**config.mk**
```make
export PLATFORM = sky130hd
export DESIGN_NAME = seq_sub16_nibble
export DESIGN_NICKNAME = d
export VERILOG_FILES = /design/src/rtl/seq_sub_pkg.sv /design/src/rtl/sub4_slice.sv /design/src/rtl/seq_sub16_nibble.sv
export SDC_FILE = /design/constraint.sdc
export NUM_CORES = 1
export LEC_CHECK = 0
export ABC_CLOCK_PERIOD_IN_PS = 3500
export CAP_MARGIN = 5
export CELL_PAD_IN_SITES_DETAIL_PLACEMENT = 0
export CELL_PAD_IN_SITES_GLOBAL_PLACEMENT = 1
export CORE_MARGIN = 2
export CORE_UTILIZATION = 35
export DETAILED_ROUTE_END_ITERATION = 16
export GPL_TIMING_DRIVEN = 0
export PLACE_DENSITY = 0.71
export REMOVE_ABC_BUFFERS = 1
export SLEW_MARGIN = 20
export SYNTH_ARGS = -nofsm -noshare
export SYNTH_HDL_FRONTEND = slang
export SYNTH_SLANG_ARGS = --single-unit
```
**constraint.sdc**
```tcl
create_clock -name clk -period 3.5 [get_ports clk]
set_clock_uncertainty 0.15 [all_clocks]
set_input_delay 1.05 -clock clk [delete_from_list [all_inputs] [get_ports clk]]
set_output_delay 1.05 -clock clk [all_outputs]
set_load 0.005 [all_outputs]
```
**src/rtl/seq_sub_pkg.sv**
```systemverilog
// Shared constants for the nibble-serial subtractor: FSM state encoding and slice width.
package seq_sub_pkg;
  localparam int NIB_W = 4;

  typedef enum logic [1:0] {
    IDLE = 2'd0,
    BUSY = 2'd1,
    DONE = 2'd2
  } state_t;
endpackage

```
**src/rtl/sub4_slice.sv**
```systemverilog
// Combinational 4-bit subtract with borrow: {b, n} = a - c - bi.
import seq_sub_pkg::*;

module sub4_slice (
  input  logic [NIB_W-1:0] a,
  input  logic [NIB_W-1:0] c,
  input  logic             bi,
  output logic [NIB_W-1:0] n,
  output logic             b
);
  logic [NIB_W:0] diff;

  // The extra top bit of the 5-bit wrap-around result is exactly the borrow out.
  assign diff = {1'b0, a} - {1'b0, c} - {{NIB_W{1'b0}}, bi};
  assign n    = diff[NIB_W-1:0];
  assign b    = diff[NIB_W];
endmodule

```
**src/rtl/seq_sub16_nibble.sv**
```systemverilog
// Nibble-serial D = X - Y - BIN: one 4-bit slice per clock, result after WIDTH/4 cycles.
// Single operation in flight; results are held in DONE until out_ready.
import seq_sub_pkg::*;

module seq_sub16_nibble #(
  parameter int WIDTH = 16
) (
  input  logic             clk,
  input  logic             rst_b,
  input  logic             in_valid,
  output logic             in_ready,
  input  logic [WIDTH-1:0] x,
  input  logic [WIDTH-1:0] y,
  input  logic             bin,
  output logic             out_valid,
  input  logic             out_ready,
  output logic [WIDTH-1:0] d,
  output logic             bout,
  output logic             ovf
);
  localparam int NN = WIDTH / NIB_W;
  localparam int KW = (NN > 1) ? $clog2(NN) : 1;
  localparam logic [KW-1:0] K_LAST = KW'(NN - 1);

  state_t     state;
  logic [KW-1:0] k;
  logic [WIDTH-1:0] x_reg;
  logic [WIDTH-1:0] y_reg;
  logic       borrow_reg;

  logic [NN-1:0][NIB_W-1:0] x_nib;
  logic [NN-1:0][NIB_W-1:0] y_nib;
  logic [NIB_W-1:0] slice_n;
  logic             slice_b;

  assign x_nib = x_reg;
  assign y_nib = y_reg;

  sub4_slice u_slice (
    .a  (x_nib[k]),
    .c  (y_nib[k]),
    .bi (borrow_reg),
    .n  (slice_n),
    .b  (slice_b)
  );

  assign in_ready  = (state == IDLE);
  assign out_valid = (state == DONE);

  always_ff @(posedge clk or negedge rst_b) begin
    if (!rst_b) begin
      state      <= IDLE;
      k          <= '0;
      x_reg      <= '0;
      y_reg      <= '0;
      borrow_reg <= 1'b0;
      d          <= '0;
      bout       <= 1'b0;
      ovf        <= 1'b0;
    end else begin
      case (state)
        IDLE: begin
          if (in_valid) begin
            x_reg      <= x;
            y_reg      <= y;
            borrow_reg <= bin;
            d          <= '0;
            k          <= '0;
            state      <= BUSY;
          end
        end
        BUSY: begin
          d[k*NIB_W +: NIB_W] <= slice_n;
          borrow_reg          <= slice_b;
          if (k == K_LAST) begin
            // slice_n[3] is the final d MSB being written this cycle.
            bout  <= slice_b;
            ovf   <= (x_reg[WIDTH-1] != y_reg[WIDTH-1]) && (slice_n[NIB_W-1] != x_reg[WIDTH-1]);
            k     <= '0;
            state <= DONE;
          end else begin
            k <= k + 1'b1;
          end
        end
        DONE: begin
          if (out_ready) state <= IDLE;
        end
        default: state <= IDLE;
      endcase
    end
  end
endmodule
```
Word-level counts from Yosys, hierarchy flattened
Index checks and enable logic that the tools add are counted.
{ "op_classes": {"addsub": 4, "order_cmp": 1, "n_eq_ne": 8, "shifts": 2, "muxes": 16, "reduce_logical": 7} }
{ "op_table": {"columns": ["operator", "count"], "rows": [
  ["4-bit negator with 34-bit output", 1],
  ["4-bit by 34-bit variable shift with 16-bit output (first input constant)", 1],
  ["4-bit by 34-bit variable part select with 16-bit output", 1],
  ["16-bit case mux with 2 select lines", 1],
  ["4-bit binary-select mux with 2-bit select", 2],
  ["16-bit bitwise mux", 1],
  ["16-bit two-way mux", 1],
  ["2-bit two-way mux", 5],
  ["4-bit two-way mux", 2],
  ["2-bit case mux with 3 select lines", 1],
  ["2-bit AND reduction", 3],
  ["4-bit by 4-bit subtractor with 5-bit output", 1],
  ["5-bit by 1-bit subtractor with 5-bit output", 1],
  ["2-bit == test (second input constant)", 2],
  ["2-bit inequality test (second input constant)", 2],
  ["2-bit case mux with 2 select lines", 1],
  ["2-bit by 3-bit less-than comparator with 1-bit output (second input constant)", 1],
  ["3-bit AND reduction", 1],
  ["2-bit by 1-bit adder with 2-bit output (second input constant)", 1],
  ["2-bit by 1-bit == test with 1-bit output (second input constant)", 1],
  ["2-bit zero test", 1],
  ["1-bit inequality test", 2],
  ["2-bit by 1-bit inequality test with 1-bit output (second input constant)", 1],
  ["1-bit case mux with 2 select lines", 1],
  ["other kinds (3)", 3]
]} }
{ "totals": {"ff_bits": 55, "in_bits": 37, "output_inout_bits": 20} }

Depth between registers and ports, before layout
Gate-level depths: netlist (run 1).
{ "depth": {"word_depth": 7, "ltp_mapped": 11, "ltp_nobuf": 9} }

Cells and area by module
From an unflattened synthesis (run 1), not the netlist that was laid out.
{ "hier_totals": {"hier_cells": 192, "area_unflattened_um2": 2770.2} }
{ "modules_own_cells": {"columns": ["mod", "n_inst", "cells_per_inst", "area_each_um2"], "rows": [
  ["seq_sub16_nibble", 1, 168, 2562.5],
  ["sub4_slice", 1, 24, 207.7]
]} }

Worst setup path before layout (run 1)
OpenSTA, ideal clock, no wires.
{ "synth_timing": {"path_kind": "flip-flop to flip-flop", "from": "reg k[0]", "to": "reg ovf", "setup_ns": 0.124, "arrival_ns": 2.996, "slack_ns": 0.231, "path_stages_with_launch": 10, "n_path_buf": 2, "path_cell_list": "dfrtp_1 > buf_6 > buf_2 > mux4_2 > fa_1 > ha_1 > or4b_1 > o221a_2 > and3_4 > a211o_1"} }
{ "synth_between": {"elab_chain_cells": 6, "word_cells_on_any_way": 10, "classes_between": "add/sub (2); eq/ne (2); mux (4); reduce/logical (2)"} }
{ "synth_lines": {"columns": ["item", "line_no", "text"], "rows": [
  ["from (decl)", "seq_sub16_nibble.sv:26", "logic [KW-1:0] k;"],
  ["from (signal assigned)", "seq_sub16_nibble.sv:82", "k <= k + 1'b1;"],
  ["4-bit binary-select mux with 2-bit select (on tied branches)", "seq_sub16_nibble.sv:40, seq_sub16_nibble.sv:41", null],
  ["4-bit two-way mux (on tied branches)", "seq_sub16_nibble.sv:40, seq_sub16_nibble.sv:41", null],
  ["4-bit by 4-bit subtractor with 5-bit output", "sub4_slice.sv:14", "assign diff = {1'b0, a} - {1'b0, c} - {{NIB_W{1'b0}}, bi};"],
  ["5-bit by 1-bit subtractor with 5-bit output", "sub4_slice.sv:14", null],
  ["1-bit inequality test", "seq_sub16_nibble.sv:78", "ovf <= (x_reg[WIDTH-1] != y_reg[WIDTH-1]) && (slice_n[NIB_W-1] != x_reg[WIDTH-1]);"],
  ["1-bit logical AND", "seq_sub16_nibble.sv:78", null],
  ["to (signal assigned)", "seq_sub16_nibble.sv:78", null],
  ["to (decl)", "seq_sub16_nibble.sv:19", "output logic ovf"]
]} }
Parallel ways exist; a longest one is shown, timed or not. The select of a mux whose other input is x is not followed.
A chain may end at the register's enable or synchronous reset.

Worst setup path after layout (run 1)
Ends and elaborated chain as after synthesis.

==> flow_metrics.tcl, run 1 <==
set metrics [dict create \
    crit_arrival_ns 3.33 \
    setup_viol 0 \
    syn_inst 198 \
    final_antenna_net_count 0 \
    crit_path_start_kind "flip-flop" \
    fin_crit_ns 3.286 \
    final-max-slew-violation-count 0 \
    yosysWarningCount 0 \
    synth_flop_cell "dfrtp_1" \
    std_cell_rows 31 \
    cts_hold_buf 0 \
    first_global_vias 1695 \
    clk_pin_slew_ns 0.09 \
    place.detailed.hpwl_um 3716 \
    ys_types 42 \
    end_kind "flip-flop" \
    clk_latency_ns 0.30 \
    synth_edf_count 0 \
    status "completed" \
    syn2layout_area_growth_pct 28.25 \
    drive_gt1_frac 0.2039 \
    rsz0062_at_grt "false" \
    p_total_w 0.003524 \
    synth.most_common_cell "dfrtp_1" \
    grt_pass1_wl_um 8438 \
    initial_utilization 0.3632 \
    grt_max_degree 56 \
    leakagePower_nw 1.451 \
    clock_sinks 55 \
    synthSimpleGateAreaFrac 0.08077 \
    hold_path.class "flip-flop to flip-flop" \
    dp_slack_ns -0.1590 \
    drc_errors 0 \
    portBuffers 56 \
    synth_top_cell_by_area "dfrtp_1" \
    synth-async-reset-ratio 1.000 \
    die_height_um 91.00 \
    synthXorXnorAreaFrac 0.006613 \
    ir_drop_v 0.0004198 \
    synth_common_cells "55 x dfrtp_1, 32 x mux2_2, 17 x a22o_1, 13 x inv_1, 12 x nand2_1" \
    synth_compound_area_frac 0.1006 \
    yosys-mux-area-fraction 0.2045 \
    powerDensity_nw_per_um2 1038 \
    wl_per_cell_um 14.35 \
    synth_adder_area_share 0.05291 \
    cp_max_fo 17 \
    antenna_found_initial 0 \
    clock-root-buffer "clkbuf_8" \
    finalWorstSetupSlack_ns 0.2144 \
    grt.overflow.total 0 \
    gp_congestion 0.7367 \
    num_vias 1746 \
    tightest_slew_ns 0.7107 \
    synthTopCellsByArea "dfrtp_1 52%, mux2_2 14%, a22o_1 5.6%, mux4_2 5.1%, ha_1 3.8%" \
    synth.top_cell.area_share 0.5196 \
    core_area_um2 7292 \
    ys_seq_area_frac 0.5196 \
    dr.pass1.iters 6 \
    synth_top_family_by_area "multiplexers" \
    die_w_um 91.00 \
    avgSynthCellArea_um2 13.38 \
    fin_nets 301 \
    ios 57 \
    clock.fmax_mhz 304.4 \
    synth-seq-cells 55 \
    die_area_um2 8280 \
    path_class "flip-flop to flip-flop" \
    drtIter0Drc 62 \
    maxCapViolations 0 \
    viasPerCell 4.932 \
    cts_tree "built" \
    clockBufferDepth 2 \
    cts_htree_levels 2 \
    fin_crit_sh 0.9388 \
    relSlewSlack 0.5262 \
    drt_wl_total_um 5079 \
    antenna_cells 0 \
    post_cts_buffers 0 \
    cp_data_required_time_ns 3.55 \
    grt_use_total 0.1278 \
    syn_area_um2 2649 \
    numCtsBuffers 5 \
    finalHoldViolCount 0 \
]
layer usage:
layer  track usage  routed length, um
met5             0                  0
met4       0.03788                 58
met3       0.02988                247
met2        0.2000               2342
met1        0.1777               2430
power by group:
group          switching [W]  internal, W
clock               0.000194     0.000141
sequential          0.000244     0.000930
combinational       0.000939      0.00108
total                0.00138      0.00215
cell usage in the layout (no fill, tap or decap), types with 2 or more instances in the layout:
cell type        Yosys  layout
o21ai_0              2       2
mux4_2               6       6
inv_1               13      13
mux2i_1              2       2
nor2_1               4       4
a22o_1              17      17
nor2b_1              2       2
ha_1                 8       8
a21oi_1              3       3
a21o_1               3       3
clkbuf_1             1       2
clkdlybuf4s50_1      0      55
dfrtp_1             55      54
nand2b_1             5       5
fa_1                 2       2
mux2_2              32      32
xnor2_1              2       2
clkbuf_8             0       5
nand2_1             12      12
critical path, cell delays in order (launching register included):
cell     delay [ns]
dfrtp_4        0.62
mux4_2         0.56
fa_1           0.41
ha_1           0.32
or4b_1         0.52
o221a_2        0.15
and3_4         0.19
a211o_1        0.25
kinds of logic (layout without fill, tap and decap cells):
group / Yosys count / count (layout)
flops: 55 / 55
mux: 41 / 41
compound gates: 33 / 33
buf+inv: 21 / 78
simple gates: 36 / 36
xor+xnor: 2 / 2
fa+ha+maj: 10 / 10
cell type report:
| type | instances | area [um2] |
|---|---|---|
| multi-input cells | 122 | 1185 |
| clock buffers | 7 | 76.32 |
| well taps | 99 | 123.9 |
| inverters | 13 | 48.80 |
| repair buffers | 57 | 578.1 |
| clock inverters | 1 | 5.005 |
| fillers | 700 | 3895 |
| flip-flops and latches | 55 | 1380 |
path summary, 6_finish.rpt:
kind	from	to	slack (ns)	cells past startpoint
max	k[0]$_DFFE_PN0P_	ovf$_DFFE_PN0P_	0.21	7
min	bout$_DFFE_PN0P_	bout$_DFFE_PN0P_	0.35	2
max in group asynchronous	rst_b	k[0]$_DFFE_PN0P_	2.03	1
min reg2reg	bout$_DFFE_PN0P_	bout$_DFFE_PN0P_	0.35	2
min in group asynchronous	rst_b	d[3]$_DFFE_PN0P_	0.64	1
max reg2reg	k[0]$_DFFE_PN0P_	ovf$_DFFE_PN0P_	0.21	7
through the flow:
step | hold slack [ns] | utilization | area (um2) | setup TNS [ns] | cells
global route | 0.3808 | 0.4659 | 3397 | 0 | 354
global placement | 0.3227 | 0.4511 | 3289 | -35.87 | 345
CTS | 0.3559 | 0.4655 | 3395 | 0 | 354
finish | 0.3475 | 0.4659 | 3397 | 0 | 354
detailed placement | 0.3332 | 0.4542 | 3312 | -0.5245 | 346
floorplan | 0.3220 | - | 2605 | 0 | 190
what timing repair did:
item                                   4_1_cts  5_1_grt
setup endpoints to repair                    5        1
endpoints found under the hold margin        0        0
cloned                                       0        0
gates resized for setup                      1        1
(Power assumes the default switching activity.)
==> run 2, diff against run 1 <==
--- a/config.mk
+++ b/config.mk
@@ -12,8 +12,9 @@
 export CORE_MARGIN = 2
 export CORE_UTILIZATION = 35
 export DETAILED_ROUTE_END_ITERATION = 16
+export DONT_BUFFER_PORTS = 1
 export GPL_TIMING_DRIVEN = 0
-export PLACE_DENSITY = 0.71
+export PLACE_DENSITY = 0.59
 export REMOVE_ABC_BUFFERS = 1
 export SLEW_MARGIN = 20
 export SYNTH_ARGS = -nofsm -noshare
==> run 2 against run 1 <==
- highest routed layer unchanged
- die area is the same
- flip-flop and latch count is the same
- worst hold slack lost 0.062 ns
==> flow_metrics.tcl, run 2 (synthesis results as in run 1) <==
set metrics [dict create \
    dp_slack_ns -0.1612 \
    p_sw_frac 0.4107 \
    ios 57 \
    antenna_found_initial 0 \
    end_kind "flip-flop" \
    fin_nets 245 \
    num_vias 1554 \
    grt_pass1_wl_um 8811 \
    gp_congestion 0.8541 \
    drive_gt1_frac 0.2563 \
    clock-root-buffer "clkbuf_8" \
    rsz0062_at_grt "false" \
    clk_latency_ns 0.29 \
    std_cell_rows 31 \
    fin_crit_ns 3.354 \
    die_area_um2 8280 \
    final_common_cell "dfrtp_1" \
    leakagePower_nw 1.240 \
    initial_utilization 0.3632 \
    r2r-start "k[0]$_DFFE_PN0P_" \
    numCtsBuffers 5 \
    drc_errors 0 \
    tightest_slew_ns 0.7567 \
    ff2ff_path_depth 7 \
    finalHoldViolCount 0 \
    clk_pin_slew_ns 0.09 \
    crit_path_start_kind "flip-flop" \
    timing.rr.end "ovf$_DFFE_PN0P_" \
    cts_hold_buf 0 \
    drt_wl_total_um 5186 \
    ir_drop_v 0.0004400 \
    maxCapViolations 0 \
    finalSetupTns_ns 0 \
    fin_area_um2 2836 \
    utilization 0.3890 \
    first_global_vias 1739 \
    switchingPower_w 0.001390 \
    p_int_w 0.001995 \
    power.share.combinational 0.550 \
    cts_tree "built" \
    dr.pass1.iters 4 \
    die_w_um 91.00 \
    finalWorstSetupSlack_ns 0.1462 \
    grt_max_degree 56 \
    cp_data_required_time_ns 3.54 \
    die_height_um 91.00 \
    final-max-slew-violation-count 0 \
    clock_sinks 55 \
    wl_per_cell_um 17.40 \
    final_antenna_net_count 0 \
    antenna_cells 0 \
    viasPerCell 5.215 \
    grt_use_total 0.1363 \
    path_class "flip-flop to flip-flop" \
    cts_htree_levels 2 \
    relSlewSlack 0.4909 \
    core_area_um2 7292 \
    drtIter0Drc 53 \
    clock.fmax_mhz 298.2 \
    cp_slowest_cell "dfrtp_2" \
    cp_max_fo 17 \
    reg2reg_slack_ns 0.15 \
    portBuffers 0 \
    crit_path_max_incr_delay_ns 0.68 \
    place_area_um2 2754 \
    clockBufferDepth 2 \
    place.detailed.hpwl_um 3960 \
    critical_path.cell_chain "mux4_2, fa_1, ha_1, or4b_1, o221a_2, and3_4, a211o_1" \
    hold_path.class "input pin to asynchronous set/reset pin" \
    fin_crit_sh 0.9582 \
    power_frac_clock 0.097 \
    grt.overflow.total 0 \
    syn2layout_area_growth_pct 7.085 \
    status "completed" \
    final_cell_mix "54 x dfrtp_1, 32 x mux2_2, 17 x a22o_1" \
    fill_cells 726 \
    powerDensity_nw_per_um2 1193 \
    setup_viol 0 \
    p_seq_frac 0.354 \
    crit_arrival_ns 3.39 \
]
## run 2: critical path: cells and delay by family (launching register included)
kind	cells	cell delay, ns
flip-flops	1	0.68
adder cells (fa/ha/maj)	2	0.75
multiplexers	1	0.58
AND/OR/NAND/NOR	2	0.70
AO/OA/AOI/OAI	2	0.39
## run 2: what timing repair did
| action | in CTS | in global routing |
|---|---|---|
| endpoints found under the setup margin | 5 | 0 |
| buffers inserted | 0 | 0 |
| hold endpoints to repair | 0 | 0 |
| gates resized for setup | 1 | 0 |
## run 2: layer usage
layer  share of wire  routed length (um)  vias to the layer above  global-route usage
li1                -                   -                      711                   -
met4           0.018                  94                        0             0.04672
met1            0.38                1989                      789              0.1573
met2            0.54                2785                       46              0.2370
met5               0                   0                        -                   0
met3           0.061                 317                        8             0.04481
## run 2: how the worst max path moves through the flow
stage                           from  depth (start not counted)               to
CTS                 k[0]$_DFFE_PN0P_                          7  ovf$_DFFE_PN0P_
global placement    k[0]$_DFFE_PN0P_                          7  ovf$_DFFE_PN0P_
finish              k[0]$_DFFE_PN0P_                          7  ovf$_DFFE_PN0P_
floorplan           k[0]$_DFFE_PN0P_                          7  ovf$_DFFE_PN0P_
global route        k[0]$_DFFE_PN0P_                          7  ovf$_DFFE_PN0P_
detailed placement  k[0]$_DFFE_PN0P_                          7  ovf$_DFFE_PN0P_
## run 2: power by group through the flow
stage                     Combinational (W)  Sequential [W]  Clock (W)
after floorplan                     0.00148         0.00111          0
after global placement              0.00181         0.00119          0
after detailed placement            0.00189         0.00122          0
after CTS                           0.00189         0.00121   0.000341
after global routing                0.00208         0.00126   0.000379
final                               0.00186         0.00120   0.000327
## run 2: layout make-up
cell class,count,area [um2],share of cell area
well taps,99,123.9,0.04367
inverters,13,48.80,0.01720
repair buffers,1,20.02,0.007058
multi-input cells,122,1185,0.4177
flip-flops and latches,55,1378,0.4857
clock inverters,1,5.005,0.001764
clock buffers,7,76.32,0.02691
## run 2: stage by stage
| step | hold WS (ns) | total power (W) | std cells |
|---|---|---|---|
| 2_1_floorplan | 0.3220 | 0.002596 | 190 |
| 3_3_place_gp | 0.3345 | 0.002998 | 289 |
| 3_5_place_dp | 0.3439 | 0.003111 | 290 |
| 4_1_cts | 0.2743 | 0.003442 | 298 |
| 5_1_grt | 0.2489 | 0.003714 | 298 |
| 6_report | 0.2860 | 0.003385 | 298 |
